## src/rtl/drum_audio_bridge.sv

```systemverilog
// drum_audio_bridge: buffers centre-node samples from the drum-grid solver and
// delivers each one as a left/right codec pair to the audio-core FIFO over the bus.
module drum_audio_bridge #(
  parameter int          FIFO_DEPTH = 4,
  parameter int          GAIN_SHIFT = 2,
  parameter logic [31:0] SPACE_ADDR = 32'h0000_0044,
  parameter logic [31:0] LEFT_ADDR  = 32'h0000_0048,
  parameter logic [31:0] RIGHT_ADDR = 32'h0000_004C
) (
  input  logic        clk_50,
  input  logic        reset,
  input  logic [17:0] sample_in,
  input  logic        sample_valid,
  output logic        grid_go,
  output logic [31:0] bus_addr,
  output logic        bus_read,
  output logic        bus_write,
  output logic [31:0] bus_writedata,
  input  logic [31:0] bus_readdata,
  input  logic        bus_ack,
  output logic [15:0] drop_cnt,
  output logic [31:0] sent_cnt
);
  localparam int          AW    = $clog2(FIFO_DEPTH);
  localparam int          TW    = 18 + GAIN_SHIFT;
  localparam logic [AW:0] DEPTH = FIFO_DEPTH[AW:0];

  typedef enum logic [2:0] {IDLE, RD_SPACE, CHECK, WR_L, WR_R} state_t;

  state_t             state, state_next;
  logic               gap;
  logic [7:0]         wsrc, wslc;
  logic [17:0]        mem [FIFO_DEPTH];
  logic [AW-1:0]      rd_ptr, wr_ptr;
  logic [AW:0]        count, count_next;
  logic               strobe, ack_taken, push, pop;
  logic signed [17:0] head;
  logic signed [TW-1:0] t_wide;
  logic [17:0]        t_sat;
  logic [15:0]        s16;
  logic [31:0]        conv_data;
  logic               unused_readdata;

  assign unused_readdata = ^bus_readdata[15:0];

  // gap forces one strobe-free cycle after every completed access
  assign strobe    = (state == RD_SPACE || state == WR_L || state == WR_R) && !gap;
  assign ack_taken = strobe && bus_ack;
  assign pop       = (state == WR_R) && ack_taken;
  assign push      = sample_valid && ((count < DEPTH) || pop);

  always_comb begin
    count_next = count;
    if (push && !pop)
      count_next = count + 1'b1;
    else if (pop && !push)
      count_next = count - 1'b1;
  end

  always_ff @(posedge clk_50) begin
    if (push)
      mem[wr_ptr] <= sample_in;
  end

  always_ff @(posedge clk_50) begin
    if (reset) begin
      rd_ptr   <= '0;
      wr_ptr   <= '0;
      count    <= '0;
      grid_go  <= 1'b0;
      drop_cnt <= '0;
      sent_cnt <= '0;
    end else begin
      if (push)
        wr_ptr <= wr_ptr + 1'b1;
      if (pop) begin
        rd_ptr   <= rd_ptr + 1'b1;
        sent_cnt <= sent_cnt + 32'd1;
      end
      if (sample_valid && !push && drop_cnt != 16'hFFFF)
        drop_cnt <= drop_cnt + 16'd1;
      count   <= count_next;
      grid_go <= (count_next < DEPTH);
    end
  end

  // Head conversion: gain, saturate to 1.17, keep the top 16 bits
  assign head   = mem[rd_ptr];
  assign t_wide = TW'(head) <<< GAIN_SHIFT;

  always_comb begin
    t_sat = t_wide[17:0];
    if (t_wide[TW-1:17] != {(TW-17){t_wide[TW-1]}})
      t_sat = t_wide[TW-1] ? 18'h20000 : 18'h1FFFF;
  end

  assign s16       = t_sat[17:2];
  assign conv_data = {{16{s16[15]}}, s16};

  always_ff @(posedge clk_50) begin
    if (reset) begin
      state <= IDLE;
      gap   <= 1'b0;
      wsrc  <= '0;
      wslc  <= '0;
    end else begin
      state <= state_next;
      gap   <= ack_taken;
      if (state == RD_SPACE && ack_taken) begin
        wsrc <= bus_readdata[31:24];
        wslc <= bus_readdata[23:16];
      end
    end
  end

  always_comb begin
    state_next = state;
    case (state)
      IDLE:     if (count != '0) state_next = RD_SPACE;
      RD_SPACE: if (ack_taken) state_next = CHECK;
      CHECK:    if (!gap) state_next = (wsrc != 8'd0 && wslc != 8'd0) ? WR_L : RD_SPACE;
      WR_L:     if (ack_taken) state_next = WR_R;
      WR_R:     if (ack_taken) state_next = IDLE;
      default:  state_next = IDLE;
    endcase
  end

  always_comb begin
    bus_addr      = '0;
    bus_read      = 1'b0;
    bus_write     = 1'b0;
    bus_writedata = '0;
    if (!gap) begin
      case (state)
        RD_SPACE: begin
          bus_addr = SPACE_ADDR;
          bus_read = 1'b1;
        end
        WR_L: begin
          bus_addr      = LEFT_ADDR;
          bus_write     = 1'b1;
          bus_writedata = conv_data;
        end
        WR_R: begin
          bus_addr      = RIGHT_ADDR;
          bus_write     = 1'b1;
          bus_writedata = conv_data;
        end
        default: ;
      endcase
    end
  end

endmodule
```

## config.mk

```make
export PLATFORM = sky130hd
export DESIGN_NAME = drum_audio_bridge
export DESIGN_NICKNAME = d
export VERILOG_FILES = /design/src/rtl/drum_audio_bridge.sv
export SDC_FILE = /design/constraint.sdc
export NUM_CORES = 1
export LEC_CHECK = 0
export ABC_AREA = 1
export CORE_ASPECT_RATIO = 0.9
export CORE_MARGIN = 1
export CORE_UTILIZATION = 35
export CTS_CLUSTER_SIZE = 12
export DETAILED_ROUTE_END_ITERATION = 7
export GPL_TIMING_DRIVEN = 1
export RECOVER_POWER = 100
export SLEW_MARGIN = 20
export SYNTH_ARGS = -nofsm -noshare
export SYNTH_HDL_FRONTEND = slang
export SYNTH_SLANG_ARGS = --single-unit
```

## constraint.sdc

```tcl
create_clock -name clk_50 -period 2.3 [get_ports clk_50]
set_clock_uncertainty 0.2 [all_clocks]
set_input_delay 0.46 -clock clk_50 [delete_from_list [all_inputs] [get_ports clk_50]]
set_output_delay 0.46 -clock clk_50 [all_outputs]
set_load 0.05 [all_outputs]
```

==> run metrics <==
outcome=complete, but fails checks; violated checks=negative setup slack; Crit-path slowest cell=dfxtp_2; die area=between 20000 and 25000 um^2; Clk Latency, worst-skew pair=about 420 ps; Pleak=3.90 nW; Die Span X=about 150 um; number of synthesized register bits=150; via/cell ratio=between 4 and 5; Post-synth EDFFs=72; Syn Area/Cell=8.41 um^2; diode count=0; worst hold path type=input port to flop; Worst Path Buf+Inv=3; relative slew slack=0.585; Switching Share=0.324; Worst Setup Slack, final=-322 ps; actual slew at the worst max-slew pin=around 630 ps; Worst Path Required=roughly 1600 ps; max cap viols=0; GRT Util Overall=0.162; Cells after Synth=around 870; cells along the critical path=inv_4 -> nand2_2 -> nor2_1 -> nor2_4 -> nor2_4 -> nand2_4 -> buf_12 -> a21oi_4 -> buf_12; Final Max Slew Viols=0; Port Buffers=~120; Peak VDD IR=0.000520 V; antenna-violating nets left=0; DP HPWL=~12000 um; fin crit share=1.14; Max FO, Critical Path=7; largest net degree at the start of global routing=41; initial drt markers=363; DRT Pass-1 Iters=5; worst setup path category=flop to output pin; endpoints failing setup=38; global-route wire length before repair=~27000 um; total number of vias=between 5000 and 6000; layout cell share with drive strength beyond 1=0.169; num rows=between 40 and 50; CTS tree=built; sequential fraction of design power=0.385; Area growth, synth to finish=37.4%; P_sw=about 2.6 mW; layout net count=roughly 1100; Synth async-reset ratio=0; ys flop type=dfxtp_1; Worst setup EP type=output pin; CP top delay family=simple AND/OR/NAND/NOR gates; io pins=about 170; Fillers=roughly 1900; clk sinks=150; initial antenna violation count=0; CTS buffer count=17; fmax=around 0.38 GHz; Max clock buf depth=2; synthesized area=around 7300 um^2; Root Driver=clkbuf_16; core area=roughly 20000 um^2; H-Tree Level Count=4; DRC viols=0; final non-filler cell area=just over 10000 um^2; Die Span Y=139 um; CP peak stage delay=about 330 ps; part of the power in combinational logic=0.255; Pwr per Cell Area=between 700 and 800 nW/um^2; clock network power share=0.361; CP Launch Type=flop; vias in the first global route=5447; unrepaired setup endpoints after global routing=true; final critical-path required period=~2600 ps; clk slew on worst S/H paths=60 ps; routed wire length=16900 um; Final Hold Fails=0; Yosys warnings=0; Inst Count DP=1262; P_int=5.37 mW; global route overflow=0; routed wire length per instance=13.0 um; Seq/Total Area, Yosys=0.507; Initial Util=0.362; final std cells w/o fill=about 1300; synth unique cells=between 40 and 50; RD Place Congestion=between 0.8 and 0.9; Worst EP arrival=1960 ps; Post-CTS Hold Buffers=0; Cell Area, Placed=9430 um^2
-- area by class of cell --
class / instances / area [um^2] / area share
Sequential cell: 150 / 3730 / 0.370
Multi-Input combinational cell: 590 / 3110 / 0.308
Inverter: 86 / 328 / 0.0325
Clock buffer: 17 / 425 / 0.0422
Timing Repair Buffer: 165 / 1950 / 0.193
Clock inverter: 15 / 194 / 0.0192
Tap cell: 280 / 350 / 0.0347
-- kinds of logic (layout without fill, tap and decap cells) --
| family | count (synthesis) | after routing | share of synthesized area |
|---|---|---|---|
| XOR/XNOR | 16 | 16 | 0.0191 |
| flip-flops | 150 | 150 | 0.507 |
| adder cells (fa/ha/maj) | 11 | 11 | 0.0187 |
| other | 1 | 29 | 0.000511 |
| AND/OR/NAND/NOR | 383 | 383 | 0.226 |
| AO/OA/AOI/OAI | 151 | 151 | 0.119 |
| buffers and inverters | 161 | 283 | 0.110 |
-- worst register-to-register path, cell delays in order, from the launching register on --
cell	delay [ps]
dfxtp_2	330
inv_4	90
nand2_2	60
nor2_1	220
clkbuf_1	230
nand3_4	110
clkbuf_1	180
inv_2	80
clkbuf_2	340
nand2_1	190
nor2_1	120
nand2_1	60
nand2_1	60
nor2_1	40
-- metrics by stage --
step                      total power, mW  hold slack, ps  TNS, ps  worst slack (ps)   util
final                                7.94             150    -8460              -322  0.497
after global routing                 8.30             147   -17300              -413  0.497
after CTS                            8.03             129    -7020              -269  0.498
after detailed placement             5.10             237     -136             -52.3  0.465
after global placement               5.08             234    -64.3             -39.4  0.465
after floorplan                      4.36             223    -8540              -104      -
-- state kept, by name, summed over array words and instances (netlist names), named ones only --
| signal | cells |
|---|---|
| gap | 1 |
| sent_cnt | 32 |
| mem | 72 |
| rd_ptr | 2 |
| drop_cnt | 16 |
| count | 2 |
| state | 3 |
| wslc | 8 |
| grid_go | 1 |
| wr_ptr | 2 |
| wsrc | 8 |
-- placed cells by master (no fill, tap or decap), types with 4 or more instances in the layout --
cell type	n
clkbuf_16	19
nor2_2	4
a31oi_1	4
inv_8	5
xor2_1	7
nor3_1	5
buf_4	16
nand2_2	9
a21oi_4	12
xnor2_1	9
dfxtp_2	4
dlygate4sd3_1	19
clkbuf_1	18
dlygate4sd2_1	32
o21ai_0	42
buf_12	46
nand4_1	12
a32o_1	12
inv_1	79
nor2_1	103
inv_6	4
clkdlybuf4s50_1	19
dfxtp_1	73
a21oi_1	59
nand2_1	202
ha_1	11
inv_2	5
nor2_4	7
edfxtp_1	72
conb_1	29
a21oi_2	9
buf_6	5
clkinv_8	4
nand3_1	25
-- power by group through the flow --
stage,Combinational [mW],Sequential (mW),Clock (mW)
floorplan,1.26,3.11,0
global placement,1.98,3.11,0
detailed placement,1.99,3.11,0
CTS,2.03,3.05,2.95
global route,2.16,3.07,3.07
finish,2.02,3.05,2.86
-- synthesized netlist by cell type (5+ instances only) --
master	count	area, um^2
edfxtp_1	72	2160
nand3_1	26	130
a21oi_1	72	360
buf_2	8	40.0
nand4_1	12	75.1
nor2_1	104	390
nor3_1	6	30.0
inv_1	81	304
a32o_1	12	120
buf_4	49	368
inv_2	5	18.8
ha_1	11	138
xor2_1	7	61.3
nor2_4	6	67.6
nand2_1	209	785
clkbuf_1	16	60.1
xnor2_1	9	78.8
dfxtp_1	78	1560
a21oi_2	8	70.1
o21ai_0	44	220
-- timing repair --
| action | in CTS | in global routing |
|---|---|---|
| pin swaps | 2 | 6 |
| buffers inserted | 3 | 3 |
| resized for setup | 50 | 22 |
| gates cloned | 1 | 2 |
| setup endpoints to repair | 64 | 40 |
-- worst paths after layout --
kind                                from                to  slack [ps]  cells past startpoint
worst min-delay path               reset          state[1]         150                      4
worst max register to register  state[1]      sent_cnt[25]        -140                     13
worst max-delay path            state[1]  bus_writedata[8]        -320                      9
worst min register to register   wsrc[6]           wsrc[6]         240                      2
-- metal layers --
layer  vias to the layer above  wire, um  track usage  share of wire
li1                       3088         -            -              -
met1                      2740      8140        0.218           0.48
met2                       120      7950        0.256           0.47
met3                        12       682       0.0380          0.040
met4                         0       157       0.0532         0.0093
met5                         -         0            0              0
Power figures use the tool's default switching activity.
